## config.mk

```make
export PLATFORM = sky130hd
export DESIGN_NAME = osd_ctm_mriscv_tracegen_flat
export DESIGN_NICKNAME = d
export VERILOG_FILES = /design/src/rtl/osd_ctm_mriscv_tracegen_if.sv /design/src/rtl/osd_ctm_mriscv_tracegen.sv /design/src/flat_wrapper.sv
export SDC_FILE = /design/constraint.sdc
export NUM_CORES = 1
export LEC_CHECK = 0
export CAP_MARGIN = 20
export CORE_ASPECT_RATIO = 0.75
export CORE_MARGIN = 2
export CORE_UTILIZATION = 40
export DETAILED_ROUTE_END_ITERATION = 8
export GPL_TIMING_DRIVEN = 1
export PLACE_DENSITY = 0.81
export SYNTH_ARGS = -nofsm -noshare
export SYNTH_HDL_FRONTEND = slang
export SYNTH_SLANG_ARGS = --single-unit
```

## constraint.sdc

```tcl
create_clock -name clk -period 3.29 [get_ports clk]
set_input_delay 0.4935 -clock clk [delete_from_list [all_inputs] [get_ports clk]]
set_output_delay 0.4935 -clock clk [all_outputs]
set_load 0.03 [all_outputs]
```

## src/rtl/osd_ctm_mriscv_tracegen_if.sv

```systemverilog
// Trace event type and the retire/trace bundle shared by the trace generator and its environment.
package osd_ctm_mriscv_tracegen_pkg;
  typedef struct packed {
    logic        valid;
    logic [31:0] pc;
    logic [31:0] npc;
    logic [31:0] insn;
    logic [31:0] wbdata;
    logic        wben;
    logic [4:0]  wbreg;
    logic        jb;
    logic        jal;
    logic        jr;
    logic [31:0] jbtarget;
    logic        valid_ras;
    logic        valid_csr;
    logic [11:0] csr;
    logic [31:0] csr_value;
    logic        xcpt;
  } mriscv_trace_exec;
endpackage

interface osd_ctm_mriscv_tracegen_if #(parameter int CNT_WIDTH = 16);
  import osd_ctm_mriscv_tracegen_pkg::*;

  logic                 trace_enable;
  logic                 retire_valid;
  logic [31:0]          retire_pc;
  logic [31:0]          retire_insn;
  logic                 retire_xcpt;
  mriscv_trace_exec     trace_port;
  logic [CNT_WIDTH-1:0] event_count;
  logic [CNT_WIDTH-1:0] drop_count;

  modport master (
    output trace_enable, retire_valid, retire_pc, retire_insn, retire_xcpt,
    input  trace_port, event_count, drop_count
  );

  modport slave (
    input  trace_enable, retire_valid, retire_pc, retire_insn, retire_xcpt,
    output trace_port, event_count, drop_count
  );
endinterface

```

## src/rtl/osd_ctm_mriscv_tracegen.sv

```systemverilog
// Pairs each retired JAL/JALR with the PC of the next retired instruction and emits one trace event per jump.
// Optional macro OSD_CTM_MRISCV_CALLRET_FILTER_EN restricts tracing to calls and returns.
module osd_ctm_mriscv_tracegen
  import osd_ctm_mriscv_tracegen_pkg::*;
#(
  parameter int MAX_WAIT  = 256,
  parameter int CNT_WIDTH = 16
) (
  input logic                      clk,
  input logic                      rst,
  osd_ctm_mriscv_tracegen_if.slave bus
);

  localparam int WAIT_W = $clog2(MAX_WAIT);
  localparam logic [WAIT_W-1:0] WAIT_LAST = WAIT_W'(MAX_WAIT - 1);

  typedef enum logic [0:0] {ST_IDLE = 1'b0, ST_PEND = 1'b1} state_t;

  state_t               r_state, w_state_nxt;
  logic [31:0]          r_jpc, w_jpc_nxt;
  logic                 r_jal, w_jal_nxt;
  logic                 r_jr, w_jr_nxt;
  logic [WAIT_W-1:0]    r_wait, w_wait_nxt;
  mriscv_trace_exec     r_trace;
  logic [CNT_WIDTH-1:0] r_event_count;
  logic [CNT_WIDTH-1:0] r_drop_count;
  logic                 w_emit, w_drop;

  logic w_is_jal, w_is_jalr, w_qualifies, w_is_jump;

  assign w_is_jal  = (bus.retire_insn[6:0] == 7'b1101111);
  assign w_is_jalr = (bus.retire_insn[6:0] == 7'b1100111) && (bus.retire_insn[14:12] == 3'b000);

`ifdef OSD_CTM_MRISCV_CALLRET_FILTER_EN
  logic w_rd_link, w_rs1_link;
  assign w_rd_link   = (bus.retire_insn[11:7] == 5'd1) || (bus.retire_insn[11:7] == 5'd5);
  assign w_rs1_link  = (bus.retire_insn[19:15] == 5'd1) || (bus.retire_insn[19:15] == 5'd5);
  // Calls link through ra/t0; returns jump through ra/t0 without linking.
  assign w_qualifies = ((w_is_jal || w_is_jalr) && w_rd_link) ||
                       (w_is_jalr && (bus.retire_insn[11:7] == 5'd0) && w_rs1_link);
`else
  assign w_qualifies = w_is_jal || w_is_jalr;
`endif

  assign w_is_jump = w_qualifies && bus.retire_valid && !bus.retire_xcpt && bus.trace_enable;

  always_comb begin
    w_state_nxt = r_state;
    w_jpc_nxt   = r_jpc;
    w_jal_nxt   = r_jal;
    w_jr_nxt    = r_jr;
    w_wait_nxt  = r_wait;
    w_emit      = 1'b0;
    w_drop      = 1'b0;
    case (r_state)
      ST_IDLE: begin
        if (w_is_jump) begin
          w_jpc_nxt   = bus.retire_pc;
          w_jal_nxt   = w_is_jal;
          w_jr_nxt    = w_is_jalr;
          w_wait_nxt  = {WAIT_W{1'b0}};
          w_state_nxt = ST_PEND;
        end else begin
          w_state_nxt = ST_IDLE;
        end
      end
      ST_PEND: begin
        if (!bus.trace_enable) begin
          w_state_nxt = ST_IDLE;
          w_wait_nxt  = {WAIT_W{1'b0}};
        end else if (bus.retire_valid) begin
          // An excepting target still has a valid PC, so it completes the pending jump.
          w_emit     = 1'b1;
          w_wait_nxt = {WAIT_W{1'b0}};
          if (w_is_jump) begin
            w_jpc_nxt   = bus.retire_pc;
            w_jal_nxt   = w_is_jal;
            w_jr_nxt    = w_is_jalr;
            w_state_nxt = ST_PEND;
          end else begin
            w_state_nxt = ST_IDLE;
          end
        end else if (r_wait == WAIT_LAST) begin
          w_drop      = 1'b1;
          w_wait_nxt  = {WAIT_W{1'b0}};
          w_state_nxt = ST_IDLE;
        end else begin
          w_wait_nxt = r_wait + {{(WAIT_W-1){1'b0}}, 1'b1};
        end
      end
      default: begin
        w_state_nxt = ST_IDLE;
      end
    endcase
  end

  // State, capture registers, registered trace event and statistics counters.
  always_ff @(posedge clk) begin
    if (rst) begin
      r_state       <= ST_IDLE;
      r_jpc         <= 32'h0;
      r_jal         <= 1'b0;
      r_jr          <= 1'b0;
      r_wait        <= {WAIT_W{1'b0}};
      r_trace       <= '0;
      r_event_count <= {CNT_WIDTH{1'b0}};
      r_drop_count  <= {CNT_WIDTH{1'b0}};
    end else begin
      r_state <= w_state_nxt;
      r_jpc   <= w_jpc_nxt;
      r_jal   <= w_jal_nxt;
      r_jr    <= w_jr_nxt;
      r_wait  <= w_wait_nxt;
      r_trace <= '0;
      if (w_emit) begin
        r_trace.valid    <= 1'b1;
        r_trace.pc       <= r_jpc;
        r_trace.jbtarget <= bus.retire_pc;
        r_trace.jal      <= r_jal;
        r_trace.jr       <= r_jr;
        r_event_count    <= r_event_count + {{(CNT_WIDTH-1){1'b0}}, 1'b1};
      end
      if (w_drop && (r_drop_count != {CNT_WIDTH{1'b1}})) begin
        r_drop_count <= r_drop_count + {{(CNT_WIDTH-1){1'b0}}, 1'b1};
      end
    end
  end

  assign bus.trace_port  = r_trace;
  assign bus.event_count = r_event_count;
  assign bus.drop_count  = r_drop_count;

endmodule

```

## src/flat_wrapper.sv

```systemverilog
// flat-port wrapper written by rule: the top's interface ports become plain ports
module osd_ctm_mriscv_tracegen_flat import osd_ctm_mriscv_tracegen_pkg::*;
#(
  parameter int MAX_WAIT  = 256,
  parameter int CNT_WIDTH = 16
)
  (clk, rst, bus_trace_enable, bus_retire_valid, bus_retire_pc, bus_retire_insn, bus_retire_xcpt, bus_trace_port, bus_event_count, bus_drop_count);
  osd_ctm_mriscv_tracegen_if #(.CNT_WIDTH(CNT_WIDTH)) bus_i ();
  input logic clk;
  input logic rst;
  input wire logic [$bits(bus_i.trace_enable)-1:0] bus_trace_enable;
  input wire logic [$bits(bus_i.retire_valid)-1:0] bus_retire_valid;
  input wire logic [$bits(bus_i.retire_pc)-1:0] bus_retire_pc;
  input wire logic [$bits(bus_i.retire_insn)-1:0] bus_retire_insn;
  input wire logic [$bits(bus_i.retire_xcpt)-1:0] bus_retire_xcpt;
  output wire logic [$bits(bus_i.trace_port)-1:0] bus_trace_port;
  output wire logic [$bits(bus_i.event_count)-1:0] bus_event_count;
  output wire logic [$bits(bus_i.drop_count)-1:0] bus_drop_count;
  assign bus_i.trace_enable = bus_trace_enable;
  assign bus_i.retire_valid = bus_retire_valid;
  assign bus_i.retire_pc = bus_retire_pc;
  assign bus_i.retire_insn = bus_retire_insn;
  assign bus_i.retire_xcpt = bus_retire_xcpt;
  assign bus_trace_port = bus_i.trace_port;
  assign bus_event_count = bus_i.event_count;
  assign bus_drop_count = bus_i.drop_count;
  osd_ctm_mriscv_tracegen #(.MAX_WAIT(MAX_WAIT), .CNT_WIDTH(CNT_WIDTH)) u_core (.clk(clk), .rst(rst), .bus(bus_i));
endmodule
```

# Word level (Yosys, flattened, before mapping)
# Index checks and enable logic that the tools add are counted.
# word_totals
input_bits	69
register_bits	142
word_cells	64
output_inout_bits	249
# classes
eq_ne	7
n_addsub	3
n_mux	30
n_reduce_logical	10
n_bitwise	2
# ops
op	n
$mux 32	3
$pmux 32 s2	1
$mux 33	1
$add 16x1->16 const B	2
$mux 8	4
$mux 1	17
$ne 16x16->1 const B	1
$pmux 8 s2	1
$eq 7x7->1 const B	2
$add 8x1->8 const B	1
$eq 8x8->1 const B	1
$pmux 1 s2	3
$logic_and 1x1->1	5
$ne 2x2->1 const B	2
$logic_not 3->1	1
$ne 2x1->1 const B	1
$not 1->1	2
$reduce_and 2->1	1
$reduce_or 2->1	1
$logic_not 1->1	1
$logic_or 1x1->1	1

# Depth between registers and ports, before layout
# depth
ltp_word	10
ltp_mapped	7
ltp_nobuf	6

# Worst setup path before layout
# OpenSTA, ideal clock, no wires.
# synth_timing
path_kind	reg-to-reg
startpoint	register u_core.r_wait[0]
endpoint	register u_core.r_drop_count[13] (netlist: u_core.bus.drop_count[13])
setup_time_ns	0.121
required_ns	3.169
period_less_slack_ns	2.119
path_stages_with_launch	7
arrival_ns	1.998
slack_ns	1.171
n_path_buf	1
path_cell_list	dfxtp_1 ha_1 nand3_2 or4_4 buf_6 a311oi_1 mux2_2
# synth_via
elab_chain_cells	6
# synth_rtl
item	line_no	text
start, declared	osd_ctm_mriscv_tracegen.sv:23	logic [WAIT_W-1:0] r_wait, w_wait_nxt;
start signal, assigned	osd_ctm_mriscv_tracegen.sv:104	r_wait <= {WAIT_W{1'b0}};
start signal, assigned	osd_ctm_mriscv_tracegen.sv:113	r_wait <= w_wait_nxt;
$eq 8x8->1	osd_ctm_mriscv_tracegen.sv:83	end else if (r_wait == WAIT_LAST) begin
$mux 1	osd_ctm_mriscv_tracegen.sv:83	
$mux 1	osd_ctm_mriscv_tracegen.sv:71	end else if (bus.retire_valid) begin
$mux 1	osd_ctm_mriscv_tracegen.sv:68	if (!bus.trace_enable) begin
$mux 1	osd_ctm_mriscv_tracegen.sv:55	case (r_state)
$logic_and 1x1->1	osd_ctm_mriscv_tracegen.sv:123	if (w_drop && (r_drop_count != {CNT_WIDTH{1'b1}})) begin
end signal, assigned	osd_ctm_mriscv_tracegen.sv:107	r_drop_count <= {CNT_WIDTH{1'b0}};
end signal, assigned	osd_ctm_mriscv_tracegen.sv:124	r_drop_count <= r_drop_count + {{(CNT_WIDTH-1){1'b0}}, 1'b1};
end, declared	osd_ctm_mriscv_tracegen.sv:26	logic [CNT_WIDTH-1:0] r_drop_count;
# No other way between the ends.
# A chain may end at the register's enable or synchronous reset.

# Final worst setup path
# layout_timing
startpoint	input bus_trace_enable
endpoint	register u_core.r_drop_count[6] (netlist: u_core.bus.drop_count[6])
# layout_via
elab_chain_cells	3
# layout_rtl
item	line_no	text
start, declared	flat_wrapper.sv:11	input wire logic [$bits(bus_i.trace_enable)-1:0] bus_trace_enable;
$mux 1	osd_ctm_mriscv_tracegen.sv:68	
$mux 1	osd_ctm_mriscv_tracegen.sv:55	
$logic_and 1x1->1	osd_ctm_mriscv_tracegen.sv:123	
# No other way between the ends.

==> run metrics <==
Num CTS Buffers=17; Die W=147 µm; core area=0.0151 mm²; Setup Buffers After CTS=0; post-synthesis sequential area ratio=46.3%; Final Wtd Congestion=0.767; initial antenna violation count=0; Initial Utilization=40.6%; wire per inst=11.8 µm; antenna-violating nets left=0; H-tree depth=4; asr flop ratio synth=0%; Critical R2R Launch=u_core.r_wait[0]; Syn Inst Count=680; status=finished clean; CP delay by family, top=simple AND/OR/NAND/NOR gates; CP endpoint kind=flop; Vias=4,406; EDFF count, synth=0; Routed Wire Length=12,300 µm; vias in the first global route=3,723; top cells by area, synth=dfxtp_1, buf_4, and2_1; Via density=4.24; crit-path cells=clkdlybuf4s50_1 -> nand3b_1 -> or4_4 -> a2111oi_1 -> xnor2_1 -> nor2_1; Post-CTS Hold Fix Bufs=0; 1st-iter DRT viols=234; DRT Pass-1 Iters=4; DIE AREA=0.0164 mm²; Crit. Startpoint=bus_trace_enable; final setup fails=0; fin crit share=72.3%; global-route wire length before repair=18,900 µm; Critical Path Max Stage Delay=0.69 ns; YS warnings=0; #FFs+latches synth=142; final hold vios=0; CTS Root Cell=clkbuf_16; most frequent cell after synthesis=buf_4; grt ovf=0; filler instances=1,408; CP max FO=14; Die Height=111 µm; row count=39; share of cells above drive strength 1=6.47%; global-route usage over all layers=14.6%; Synth top area share=46.3%; largest net degree at the start of global routing=67; TritonCTS Sinks=142; ys flop type=dfxtp_1; # nets final=894; CP max stage cell=or4_4; Relative slew margins=33.7%; multi-input gate area in the final layout=0.00263 mm²; clk_lat worst skew=0.42 ns; worst slew pin tran=0.991 ns; CTS tree=yes; Clock Path Buffers=2; Critical Path RT=3.57 ns; pwr/cell area=499 mW/mm²; min-delay src=u_core.r_jpc[24]; class of the most critical hold timing path=flop to flop; Final Core Density=51.7%; LEAKAGE=0.00303 µW; Critical Path Source Type=input pin; f_max=421 MHz; RSZ-0062 raised after global routing=no; Slew Viols, Final=0; area leader, netlist=dfxtp_1; post-detail-place hpwl=8620 µm; Post-route DRC=0; setup TNS=0 ns; # IOs=318; peak supply drop=0.307 mV; CP Class=input pin to flop; post-layout min period=2.38 ns; synthesized area per cell=9.03 µm²; Post-synth top cells=buf_4, dfxtp_1, nand2_1; Layout Skew=0.00989 ns; mapped cell area=0.00614 mm²; post-CTS sizing=0; Synth cell types=47; maxcap violations=0; I/O Buffers=145; Diodes inserted=0; crit path DAT=2.66 ns; sequential cell area=0.00284 mm²; Clock transition at path regs=0.06 ns; WP buf/inv=1; Layout area overhead=27.3%
[cell usage in the layout (no fill, tap or decap), types with 3 or more instances in the layout]
| cell | n |
|---|---|
| conb_1 | 150 |
| clkdlybuf4s50_1 | 144 |
| dfxtp_1 | 142 |
| nand2_1 | 84 |
| and2_1 | 65 |
| nor2_1 | 46 |
| a21oi_1 | 41 |
| clkbuf_16 | 17 |
| nand3_1 | 14 |
| xor2_1 | 12 |
| nor3_1 | 11 |
| xnor2_1 | 11 |
| nand4_1 | 10 |
| a311oi_1 | 8 |
| inv_6 | 7 |
| o21ai_0 | 6 |
| buf_4 | 6 |
| inv_1 | 4 |
| and3_1 | 4 |
| nand2b_1 | 3 |
| nor2b_1 | 3 |
| ha_1 | 3 |
[final timing paths]
check | endpoint | depth (start not counted) | slack, ns
setup / recovery | u_core.bus.drop_count[6] | 6 | 0.91
setup reg to reg | u_core.bus.drop_count[6] | 6 | 0.99
hold / removal | u_core.r_jpc[24] | 2 | 0.45
hold reg to reg | u_core.r_jpc[24] | 2 | 0.45
[state kept, by name (all words and copies together), names as in the netlist]
| register | count |
|---|---|
| u_core.r_jr | 1 |
| u_core.r_jal | 1 |
| u_core.r_state | 1 |
| u_core.r_wait | 8 |
| u_core.bus.trace_port | 67 |
| u_core.bus.event_count | 16 |
| u_core.r_jpc | 32 |
| u_core.bus.drop_count | 16 |
[cell families (layout without fill, tap and decap cells)]
kind of cell    count (synthesis)  after routing  synth area share, %
mux                             3              3                0.530
xor+xnor                       23             23                 3.28
flops                         142            142                 46.3
other cells                     1            150               0.0611
simple gates                  256            256                 21.1
compound gates                 71             71                 7.73
fa+ha+maj                       3              3                0.612
buf+inv                       181            187                 20.4
[area by class of cell]
class	instances	share of cell area [%]
flip-flops and latches	142	36.4
well taps	205	3.28
repair buffers	151	19.1
clock buffers	18	5.62
inverters	4	0.192
multi-input cells	506	33.6
clock inverters	14	1.84
[tightest hold or removal path: stages, from the launching register on]
cell	delay, ns
dfxtp_1	0.30
nand2_1	0.05
a21oi_1	0.05
[metal layers]
| metal | track usage (%) | vias up | wire [µm] |
|---|---|---|---|
| li1 | - | 2203 | - |
| met1 | 19.3 | 2010 | 5700 |
| met2 | 21.6 | 176 | 5470 |
| met3 | 5.06 | 17 | 955 |
| met4 | 6.03 | 0 | 165 |
| met5 | 0 | - | 0 |
[power breakdown]
| part | switching [µW] | internal, µW |
|---|---|---|
| clock | 781 | 1090 |
| sequential | 0.150 | 1720 |
| combinational | 262 | 53.0 |
[metrics by stage]
step                setup WS (ns)  hold WS [ns]  total power (µW)  cell area [µm²]  instances
floorplan                    1.17         0.425              2140             6700        829
global placement            0.523         0.434              2070             7230       1008
detailed placement          0.503         0.438              2070             7230       1008
CTS                         0.946         0.447              3950             7820       1040
global route                0.754         0.464              4060             7820       1040
finish                      0.912         0.448              3900             7820       1040
(Power assumes the default switching activity.)
